[src/rtl/pipe_pkg.sv]
// ----------------------------------------------------------------------------
// pipe_pkg
// Shared definitions for the pipe_reg_chain register pipeline.
//   DEF_DATA_W / DEF_DEPTH / DEF_BUBBLE_COLLAPSE : default parameter values
//   stage_ctrl_t : per-stage control bundle computed by the chain, consumed
//                  by each pipe_stage instance
//   occ_width()  : width of the occupancy counter for a given depth
// ----------------------------------------------------------------------------
package pipe_pkg;

  localparam int unsigned DEF_DATA_W          = 32;
  localparam int unsigned DEF_DEPTH           = 4;
  localparam int unsigned DEF_BUBBLE_COLLAPSE = 1;

  // Control seen by one stage in one cycle.
  //   flush    : stage is selected for invalidation this cycle (wins over all)
  //   adv      : stage may take whatever its upstream neighbour presents
  //   up_valid : upstream neighbour really holds a payload to hand over
  typedef struct packed {
    logic flush;
    logic adv;
    logic up_valid;
  } stage_ctrl_t;

  // Enough bits to count 0..depth valid stages.
  function automatic int unsigned occ_width(input int unsigned depth);
    return $clog2(depth + 1);
  endfunction

endpackage : pipe_pkg

[src/rtl/pipe_stage.sv]
// ----------------------------------------------------------------------------
// pipe_stage
// One valid+data register slot of the pipeline.
//   clk          : clock, rising edge
//   rst          : asynchronous active-low reset, clears valid and data
//   i_ctrl       : flush / advance / upstream-valid control for this cycle
//   i_data       : payload offered by the upstream neighbour
//   o_valid_next : value the valid bit takes at the next edge (used by the
//                  chain for its registered occupancy count)
//   o_valid      : registered valid bit
//   o_data       : registered payload
// ----------------------------------------------------------------------------
module pipe_stage
  import pipe_pkg::*;
#(
  parameter int DATA_W = DEF_DATA_W
) (
  input  logic              clk,
  input  logic              rst,
  input  stage_ctrl_t       i_ctrl,
  input  logic [DATA_W-1:0] i_data,
  output logic              o_valid_next,
  output logic              o_valid,
  output logic [DATA_W-1:0] o_data
);

  logic              r_valid;
  logic [DATA_W-1:0] r_data;
  logic              w_load_data;

  // Flush beats everything; an advancing stage copies the upstream valid,
  // which turns it into a bubble when the upstream slot is empty.
  always_comb begin
    o_valid_next = r_valid;
    if (i_ctrl.flush) begin
      o_valid_next = 1'b0;
    end else if (i_ctrl.adv) begin
      o_valid_next = i_ctrl.up_valid;
    end
  end

  // Data only moves when a real payload lands here, so bubbles and flushed
  // moves leave the data register untouched.
  assign w_load_data = i_ctrl.adv && i_ctrl.up_valid && !i_ctrl.flush;

  always_ff @(posedge clk or negedge rst) begin
    if (!rst) begin
      r_valid <= 1'b0;
      r_data  <= '0;
    end else begin
      r_valid <= o_valid_next;
      if (w_load_data) begin
        r_data <= i_data;
      end
    end
  end

  assign o_valid = r_valid;
  assign o_data  = r_data;

endmodule : pipe_stage

[src/rtl/pipe_reg_chain.sv]
// ----------------------------------------------------------------------------
// pipe_reg_chain
// DEPTH-stage valid/ready register pipeline with freeze and per-stage flush.
//   Parameters
//     DATA_W          : payload width
//     DEPTH           : number of register stages (1..16)
//     BUBBLE_COLLAPSE : 1 = empty stages keep absorbing data while the output
//                       stalls, 0 = every stage shifts in lockstep
//   Ports
//     clk, rst               : clock, asynchronous active-low reset
//     in_valid/in_data       : upstream payload
//     in_ready               : chain accepts in_data this cycle
//     out_valid/out_data     : final-stage payload
//     out_ready              : downstream consumes out_data this cycle
//     freeze                 : hold every stage
//     flush, flush_mask      : invalidate the selected stages (bit 0 = input)
//     stage_valid            : registered valid bit of each stage
//     occupancy              : registered count of valid stages
// ----------------------------------------------------------------------------
module pipe_reg_chain
  import pipe_pkg::*;
#(
  parameter int DATA_W          = DEF_DATA_W,
  parameter int DEPTH           = DEF_DEPTH,
  parameter int BUBBLE_COLLAPSE = DEF_BUBBLE_COLLAPSE
) (
  input  logic                             clk,
  input  logic                             rst,
  input  logic                             in_valid,
  input  logic [DATA_W-1:0]                in_data,
  output logic                             in_ready,
  output logic                             out_valid,
  output logic [DATA_W-1:0]                out_data,
  input  logic                             out_ready,
  input  logic                             freeze,
  input  logic                             flush,
  input  logic [DEPTH-1:0]                 flush_mask,
  output logic [DEPTH-1:0]                 stage_valid,
  output logic [occ_width(DEPTH)-1:0]      occupancy
);

  localparam int OCC_W = int'(occ_width(DEPTH));

  logic [DEPTH-1:0]  w_valid;
  logic [DEPTH-1:0]  w_valid_next;
  logic [DEPTH-1:0]  w_ready;
  logic [DEPTH-1:0]  w_flush_sel;
  logic [DATA_W-1:0] w_data [DEPTH];
  logic [OCC_W-1:0]  w_occ_next;
  logic [OCC_W-1:0]  r_occupancy;

  assign w_flush_sel = {DEPTH{flush}} & flush_mask;

  // Ready ripples from the output back towards the input. Built in one
  // process, walking downwards, so each bit only reads an already-computed
  // downstream bit.
  always_comb begin
    w_ready            = '0;
    w_ready[DEPTH-1]   = !w_valid[DEPTH-1] || out_ready;
    for (int i = DEPTH - 2; i >= 0; i--) begin
      if (BUBBLE_COLLAPSE != 0) begin
        w_ready[i] = !w_valid[i] || w_ready[i+1];
      end else begin
        w_ready[i] = w_ready[i+1];
      end
    end
  end

  genvar gi;
  generate
    for (gi = 0; gi < DEPTH; gi++) begin : g_stage
      stage_ctrl_t       w_ctrl;
      logic              w_up_valid;
      logic [DATA_W-1:0] w_up_data;

      if (gi == 0) begin : g_head
        assign w_up_valid = in_valid;
        assign w_up_data  = in_data;
      end else begin : g_body
        // A payload sitting in a stage that is being flushed this cycle is
        // already dead, so it must not slip into the next stage either.
        assign w_up_valid = w_valid[gi-1] && !w_flush_sel[gi-1];
        assign w_up_data  = w_data[gi-1];
      end

      assign w_ctrl = '{
        flush:    w_flush_sel[gi],
        adv:      w_ready[gi] && !freeze,
        up_valid: w_up_valid
      };

      pipe_stage #(
        .DATA_W (DATA_W)
      ) u_stage (
        .clk          (clk),
        .rst          (rst),
        .i_ctrl       (w_ctrl),
        .i_data       (w_up_data),
        .o_valid_next (w_valid_next[gi]),
        .o_valid      (w_valid[gi]),
        .o_data       (w_data[gi])
      );
    end
  endgenerate

  // Occupancy is registered from the next-state valid vector so it always
  // matches the popcount of stage_valid after every edge.
  always_comb begin
    w_occ_next = '0;
    for (int i = 0; i < DEPTH; i++) begin
      w_occ_next = w_occ_next + OCC_W'(w_valid_next[i]);
    end
  end

  always_ff @(posedge clk or negedge rst) begin
    if (!rst) begin
      r_occupancy <= '0;
    end else begin
      r_occupancy <= w_occ_next;
    end
  end

  // in_ready is forced low while reset is held; the stage registers are
  // empty then, which would otherwise advertise readiness.
  assign in_ready    = rst && w_ready[0] && !freeze && !w_flush_sel[0];
  assign out_valid   = w_valid[DEPTH-1] && !freeze && !w_flush_sel[DEPTH-1];
  assign out_data    = w_data[DEPTH-1];
  assign stage_valid = w_valid;
  assign occupancy   = r_occupancy;

endmodule : pipe_reg_chain

[config.mk]
export PLATFORM = sky130hd
export DESIGN_NAME = pipe_reg_chain
export DESIGN_NICKNAME = d
export VERILOG_FILES = /design/src/rtl/pipe_pkg.sv /design/src/rtl/pipe_stage.sv /design/src/rtl/pipe_reg_chain.sv
export SDC_FILE = /design/constraint.sdc
export NUM_CORES = 1
export LEC_CHECK = 0
export ABC_CLOCK_PERIOD_IN_PS = 4019
export BUFFER_PORTS_ARGS = -buffer_cell sky130_fd_sc_hd__buf_2
export CORE_ASPECT_RATIO = 0.8
export CORE_UTILIZATION = 56
export DETAILED_ROUTE_END_ITERATION = 8
export PLACE_DENSITY = 0.79
export SKIP_CTS_REPAIR_TIMING = 1
export SLEW_MARGIN = 20
export SYNTH_ARGS = -nofsm -noshare
export SYNTH_HDL_FRONTEND = slang
export SYNTH_SLANG_ARGS = --single-unit
[constraint.sdc]
create_clock -name clk -period 4.02 [get_ports clk]
set_input_delay 0.402 -clock clk [delete_from_list [all_inputs] [get_ports clk]]
set_output_delay 0.402 -clock clk [all_outputs]
set_load 0.005 [all_outputs]
==> results.yml, run 1 <==
outcome:
  status: "finished clean"
timing:
  tns_ns: 0
  worst_slew_pin_slew_ns: 0.704
  finalSetupViolCount: 0
  hold_slack_ns: 0.0141
  hold_viol_final: 0
  fin_ws_ns: 1.67
  fmax_mhz: 426
  final.min_clock_period_ns: 2.35
  max_slew_margin: 0.531
  skew_ns: 0.00989
  drv_slew: 0
  rsz0062_at_grt: "no"
  period_share: 0.584
global_route:
  grt_usage: 0.200
  grt_max_degree: 83
  antenna_found_initial: 0
  grt_pass1_wl_um: 14700
  grt_pass1_vias: 2933
  grt_remaining_overflow: 0
synthesis:
  ys_top_cells_by_area: "dfrtp_1 64%, mux2_2 26%, buf_6 1.9%"
  synth.top_cell.area_share: 0.640
  syn_area_per_cell_um2: 16.7
  ys_warn_count: 0
  synth-seq-cells: 135
  yosys.area.top_type: "dfrtp_1"
  synth_nets: 361
  synth_area_um2: 5280
  syn_inst: 316
  ys_seq_area_frac: 0.640
  yosysUniqueCellTypes: 29
setup_path:
  cp_max_fo: 34
  cp.arrival_ns: 2.64
  crit_type: "reg2reg"
  required_ns: 4.31
  cp-start-kind: "register"
  end_kind: "register"
cells_and_area:
  num_antenna_cells: 0
  drive_gt1_frac: 0.600
  nets: 449
  syn2layout_area_growth_pct: 20.5
  fillers: 622
cts:
  h-tree-depth: 4
  clkSinkCount: 135
  clkLatencyLatePin_ns: 0.41
  clkTransAtPathRegs_ns: 0.06
  cts_made_buffers: 17
  clockRootBuffer: "clkbuf_16"
  cts_max_path_buffers: 2
  cts_tree: "built"
route:
  first_pass_iters: 4
  wire_per_inst_um: 16.5
  drt_first_iter_violations: 138
  detail-route-antenna-nets: 0
  via_per_inst: 5.30
  drc: 0
  wl_um: 8760
  via_count: 2820
power_and_ir_drop:
  p_int_uw: 3270
  sw_frac_of_total: 0.223
  combPwrFrac: 0.140
  p_sw_uw: 938
  power.share.clock: 0.388
  powerDensity_nw_per_um2: 662
  ir_drop_v: 0.000431
  p_leak_uw: 0.00317
  sequentialPowerShare: 0.473
die:
  die_area_um2: 9820
  die_x_um: 111
  rows: 31
  die_height_um: 88.8
  start_util: 0.579
  io_pins: 83
  core-area_um2: 9110
placed_design:
  place_worst_setup_slack_ns: 1.55
  dp_hpwl_um: 5570
  port_buffers: 82
  place_congestion: 0.750
run:
  max-cap-violations: 0
worst_hold_path:
  min_path_type: "in2async"
-- layout by cell type (no fill, tap or decap), types with 2 or more instances in the layout --
cell type    n
dfrtp_1    135
nand2_1      6
ha_1         2
buf_2       81
clkbuf_8     4
mux2_1       2
bufinv_16    4
clkbuf_16   17
clkbuf_1     3
buf_4        5
inv_1        2
mux2_4       5
nand4bb_2    2
mux2_2     121
o21ai_0      6
clkinv_2     3
-- power by group through the flow --
| stage | Combinational, uW | Clock (uW) | Sequential [uW] |
|---|---|---|---|
| detailed placement | 596 | 0 | 2010 |
| CTS | 603 | 1670 | 1990 |
| global placement | 565 | 0 | 1990 |
| finish | 588 | 1630 | 1990 |
| floorplan | 422 | 0 | 1940 |
| global route | 651 | 1730 | 2050 |
-- critical path: stages, from the launching register on --
cell      delay [ns]
dfrtp_1         0.40
or2b_1          0.28
nand4b_2        0.09
buf_4           0.39
o21a_1          0.20
fa_1            0.40
inv_1           0.06
ha_1            0.14
ha_1            0.23
-- sequential cells by signal, indices dropped and copies added (netlist names) --
name and cells:
g_stage.u_stage.o_data 128, g_stage.u_stage.o_valid 4, occupancy 3
-- per-stage QoR --
stage                     power [uW]  utilization  area (um^2)  instances
after global placement          2550        0.628         5730        500
after CTS                       4260        0.698         6360        532
after detailed placement        2610        0.628         5730        500
after global routing            4420        0.698         6360        532
after floorplan                 2370            -         5280        316
final                           4210        0.698         6360        532
-- per-layer routing --
| metal | routed length, um | up-vias | GRT usage |
|---|---|---|---|
| met3 | 376 | 8 | 0.0740 |
| met2 | 4330 | 64 | 0.323 |
| met1 | 3980 | 1451 | 0.253 |
| li1 | - | 1297 | - |
| met5 | 0 | - | 0 |
| met4 | 73 | 0 | 0.0667 |
-- worst paths after layout --
path                                                    start  slack, ns  cells past startpoint                             to
worst min-delay path                                      rst       0.01                      1                   occupancy[2]
max in group asynchronous                                 rst       2.82                      2  g_stage[0].u_stage.o_data[27]
worst max-delay path               g_stage[3].u_stage.o_valid       1.67                      8                   occupancy[1]
min in group clk                                  in_data[26]       0.21                      2  g_stage[0].u_stage.o_data[26]
worst min register to register  g_stage[0].u_stage.o_data[27]       0.49                      1  g_stage[0].u_stage.o_data[27]
worst max register to register     g_stage[3].u_stage.o_valid       1.67                      8                   occupancy[1]
-- Yosys cell counts --
cell type,number
a211oi_4,1
a22o_1,1
a22oi_1,1
a31o_2,1
a31oi_1,1
and2_1,1
and3b_2,1
and4b_4,1
buf_2,4
buf_4,5
buf_6,9
dfrtp_1,135
fa_1,1
ha_1,2
inv_1,2
mux2_1,2
mux2_2,121
mux2_4,5
nand2_1,6
nand2b_4,1
nand3b_1,1
nand4b_2,1
nand4bb_1,2
nor2_1,1
nor2b_1,1
nor4bb_1,1
o21a_1,1
o21ai_0,6
or2b_1,1
-- cell type report --
cell class / count / area [um^2] / share of cell area
Timing Repair Buffer: 87 / 454 / 0.0714
Clock buffer: 24 / 492 / 0.0773
Tap cell: 115 / 144 / 0.0226
Clock inverter: 8 / 143 / 0.0224
Sequential cell: 135 / 3380 / 0.531
Multi-Input combinational cell: 161 / 1740 / 0.274
Inverter: 2 / 7.51 / 0.00118
-- kinds of logic after synthesis --
family | synth area share
adder cells (fa/ha/maj) | 0.00853
multiplexers | 0.277
flip-flops | 0.640
AND/OR/NAND/NOR | 0.0263
buffers and inverters | 0.0315
AO/OA/AOI/OAI | 0.0168
(Power assumes the default switching activity.)
==> run 2, diff against run 1 <==
--- a/config.mk
+++ b/config.mk
@@ -5,7 +5,8 @@
 export SDC_FILE = /design/constraint.sdc
 export NUM_CORES = 1
 export LEC_CHECK = 0
-export ABC_CLOCK_PERIOD_IN_PS = 4019
+export ABC_AREA = 1
+export ABC_CLOCK_PERIOD_IN_PS = 2300
 export BUFFER_PORTS_ARGS = -buffer_cell sky130_fd_sc_hd__buf_2
 export CORE_ASPECT_RATIO = 0.8
 export CORE_UTILIZATION = 56
==> constraint.sdc (replaced) <==
create_clock -name clk -period 2.3 [get_ports clk]
set_input_delay 0.23 -clock clk [delete_from_list [all_inputs] [get_ports clk]]
set_output_delay 0.23 -clock clk [all_outputs]
set_load 0.005 [all_outputs]
==> run 2 against run 1 <==
  * Clock skew is 0.00057 ns lower
  * Critical path depth is 1 higher
  * Largest power group unchanged
  * Global-route usage is 5.6 points higher
  * Count of clock-buffer cells in the layout is 5 lower
  * Register-to-register slack worse by 1.5 ns
  * Clock power is 69% higher
  * Sequential cell count stayed put
  * Critical path type unchanged
  * Wire length is 34% higher
  * Utilization is 0.90 points higher
  * First-iteration DRC count grew to 2.7 times the previous value
  * Via count is 53% higher
==> results.yml, run 2 <==
route:
  wl_um: 11800
  via_count: 4314
  first_pass_iters: 5
  via_per_inst: 5.33
  drc: 0
  drt_first_iter_violations: 366
  detail-route-antenna-nets: 0
  wire_per_inst_um: 14.5
worst_hold_path:
  min_path_type: "in2reg"
  worstHoldStart: "in_data[14]"
global_route:
  antenna_found_initial: 0
  grt_remaining_overflow: 0
  grt_max_degree: 136
  grt_usage: 0.256
  grt_pass1_wl_um: 20200
  grt_pass1_vias: 4118
placed_design:
  dp_hpwl_um: 7620
  port_buffers: 82
  placed_cells: 777
  place_worst_setup_slack_ns: 0.0787
  place_congestion: 0.795
synthesis:
  synth.top_cell.area_share: 0.616
  synth_nets: 653
  synth-seq-cells: 135
  synth.most_common_cell: "nand2_1"
  synthFlopType: "dfrtp_1"
  synthTopCellsByCount: "267 x nand2_1, 135 x dfrtp_1, 65 x nand3_1"
  ys_seq_area_frac: 0.616
  ys_top_cells_by_area: "dfrtp_1 62%, nand2_1 18%, nand3_1 5.9%"
  yosys.area.top_type: "dfrtp_1"
  yosysUniqueCellTypes: 25
  ys_warn_count: 0
  syn_area_per_cell_um2: 9.02
  synth_enable_flop_cells: 0
  synth_area_um2: 5480
  ys_async_sr_fraction: 1.00
  syn_inst: 608
die:
  die_height_um: 90.5
  die_area_um2: 10200
  core-area_um2: 9270
  die_x_um: 113
  start_util: 0.591
  rows: 31
  io_pins: 83
setup_path:
  crit_type: "reg2reg"
  cp.arrival_ns: 2.44
  cp-start-kind: "register"
  required_ns: 2.59
  end_kind: "register"
  worstSetupEndpoint: "occupancy[1]"
  rr_worst_depth: 9
  rr_startpoint: "g_stage[1].u_stage.o_valid"
  cp_max_fo: 4
  r2r_end: "occupancy[1]"
  startpoint: "g_stage[1].u_stage.o_valid"
  reg2reg_slack_ns: 0.14
cts:
  cts_made_buffers: 17
  clkSinkCount: 135
  cts_max_path_buffers: 2
  h-tree-depth: 4
  cts_tree: "built"
  clkTransAtPathRegs_ns: 0.06
  clkLatencyLatePin_ns: 0.41
  clockRootBuffer: "clkbuf_16"
timing:
  period_share: 0.938
  finalSetupViolCount: 0
  fin_ws_ns: 0.143
  skew_ns: 0.00932
  tns_ns: 0
  rsz0062_at_grt: "no"
  fmax_mhz: 464
  hold_viol_final: 0
  final.min_clock_period_ns: 2.16
  drv_slew: 0
  worst_slew_pin_slew_ns: 0.683
  max_slew_margin: 0.545
cells_and_area:
  fillers: 693
  final_common_cell: "nand2_1"
  num_antenna_cells: 0
  fin_util: 0.707
  syn2layout_area_growth_pct: 19.5
  largest_reg_flops: 128
  mostFrequentLayoutCells: "266 x nand2_1, 135 x dfrtp_1, 81 x buf_2, 65 x nand3_1, 61 x o21ai_0"
  drive_gt1_frac: 0.202
  fin_cells: 809
  nets: 727
power_and_ir_drop:
  power_uw: 7400
  p_leak_uw: 0.00367
  powerDensity_nw_per_um2: 1130
  p_sw_uw: 2090
  p_int_uw: 5310
  combPwrFrac: 0.157
  power.share.clock: 0.371
  ir_drop_v: 0.000527
  sw_frac_of_total: 0.282
  sequentialPowerShare: 0.471
run:
  max-cap-violations: 0
outcome:
  status: "finished clean"
-- run 2: worst max-delay path, cell delays in order (launching register included) --
cell and delay (ns):
dfrtp_1 0.41, or2_4 0.29, nand2_2 0.10, nand2_2 0.06, o21ai_0 0.10, inv_1 0.09
fa_1 0.50, inv_1 0.04, ha_1 0.17, ha_1 0.27
-- run 2: how the worst min path moves through the flow --
stage / to / slack (ns) / cells past startpoint
after global placement: g_stage[0].u_stage.o_data[29] / 0.41 / 2
after detailed placement: g_stage[0].u_stage.o_data[29] / 0.42 / 2
after global routing: g_stage[0].u_stage.o_data[23] / 0.04 / 3
final: g_stage[0].u_stage.o_data[14] / 0.04 / 3
after CTS: g_stage[0].u_stage.o_data[29] / -0.02 / 2
after floorplan: g_stage[0].u_stage.o_data[0] / -0.07 / 0
-- run 2: power groups by stage --
stage               sequential (uW)  clock, uW  combinational [uW]
finish                         3490       2750                1160
CTS                            3480       2770                1180
detailed placement             3510          0                1150
floorplan                      3420          0                 693
global placement               3470          0                1090
global route                   3570       2880                1360
-- run 2: kinds of logic (layout without fill, tap and decap cells) --
logic type / after synthesis / count (layout) / share of synthesized area
AND/OR/NAND/NOR: 347 / 347 / 0.263
flip-flops: 135 / 135 / 0.616
buffers and inverters: 54 / 140 / 0.0484
AO/OA/AOI/OAI: 69 / 69 / 0.0646
adder cells (fa/ha/maj): 3 / 3 / 0.00821
-- run 2: area by class of cell --
class / instances / area, um^2 / share of cell area
clock buffer: 19 / 453 / 0.0691
inverter: 13 / 48.8 / 0.00745
multi-input combinational: 419 / 1840 / 0.281
tap: 115 / 144 / 0.0220
clock inverter: 12 / 151 / 0.0231
timing repair buffer: 96 / 533 / 0.0813
sequential: 135 / 3380 / 0.516
-- run 2: layer usage --
| metal | track usage | wire [um] | share of wire |
|---|---|---|---|
| met1 | 0.387 | 5730 | 0.49 |
| met2 | 0.364 | 5220 | 0.44 |
| met3 | 0.0443 | 656 | 0.056 |
| met4 | 0.111 | 152 | 0.013 |
| met5 | 0 | 0 | 0 |
-- run 2: stage by stage --
stage               hold WS [ns]  instance area [um^2]
floorplan                -0.0656                  5480
global placement           0.414                  5930
detailed placement         0.421                  5930
finish                    0.0403                  6550
CTS                      -0.0220                  6540
global route              0.0411                  6550
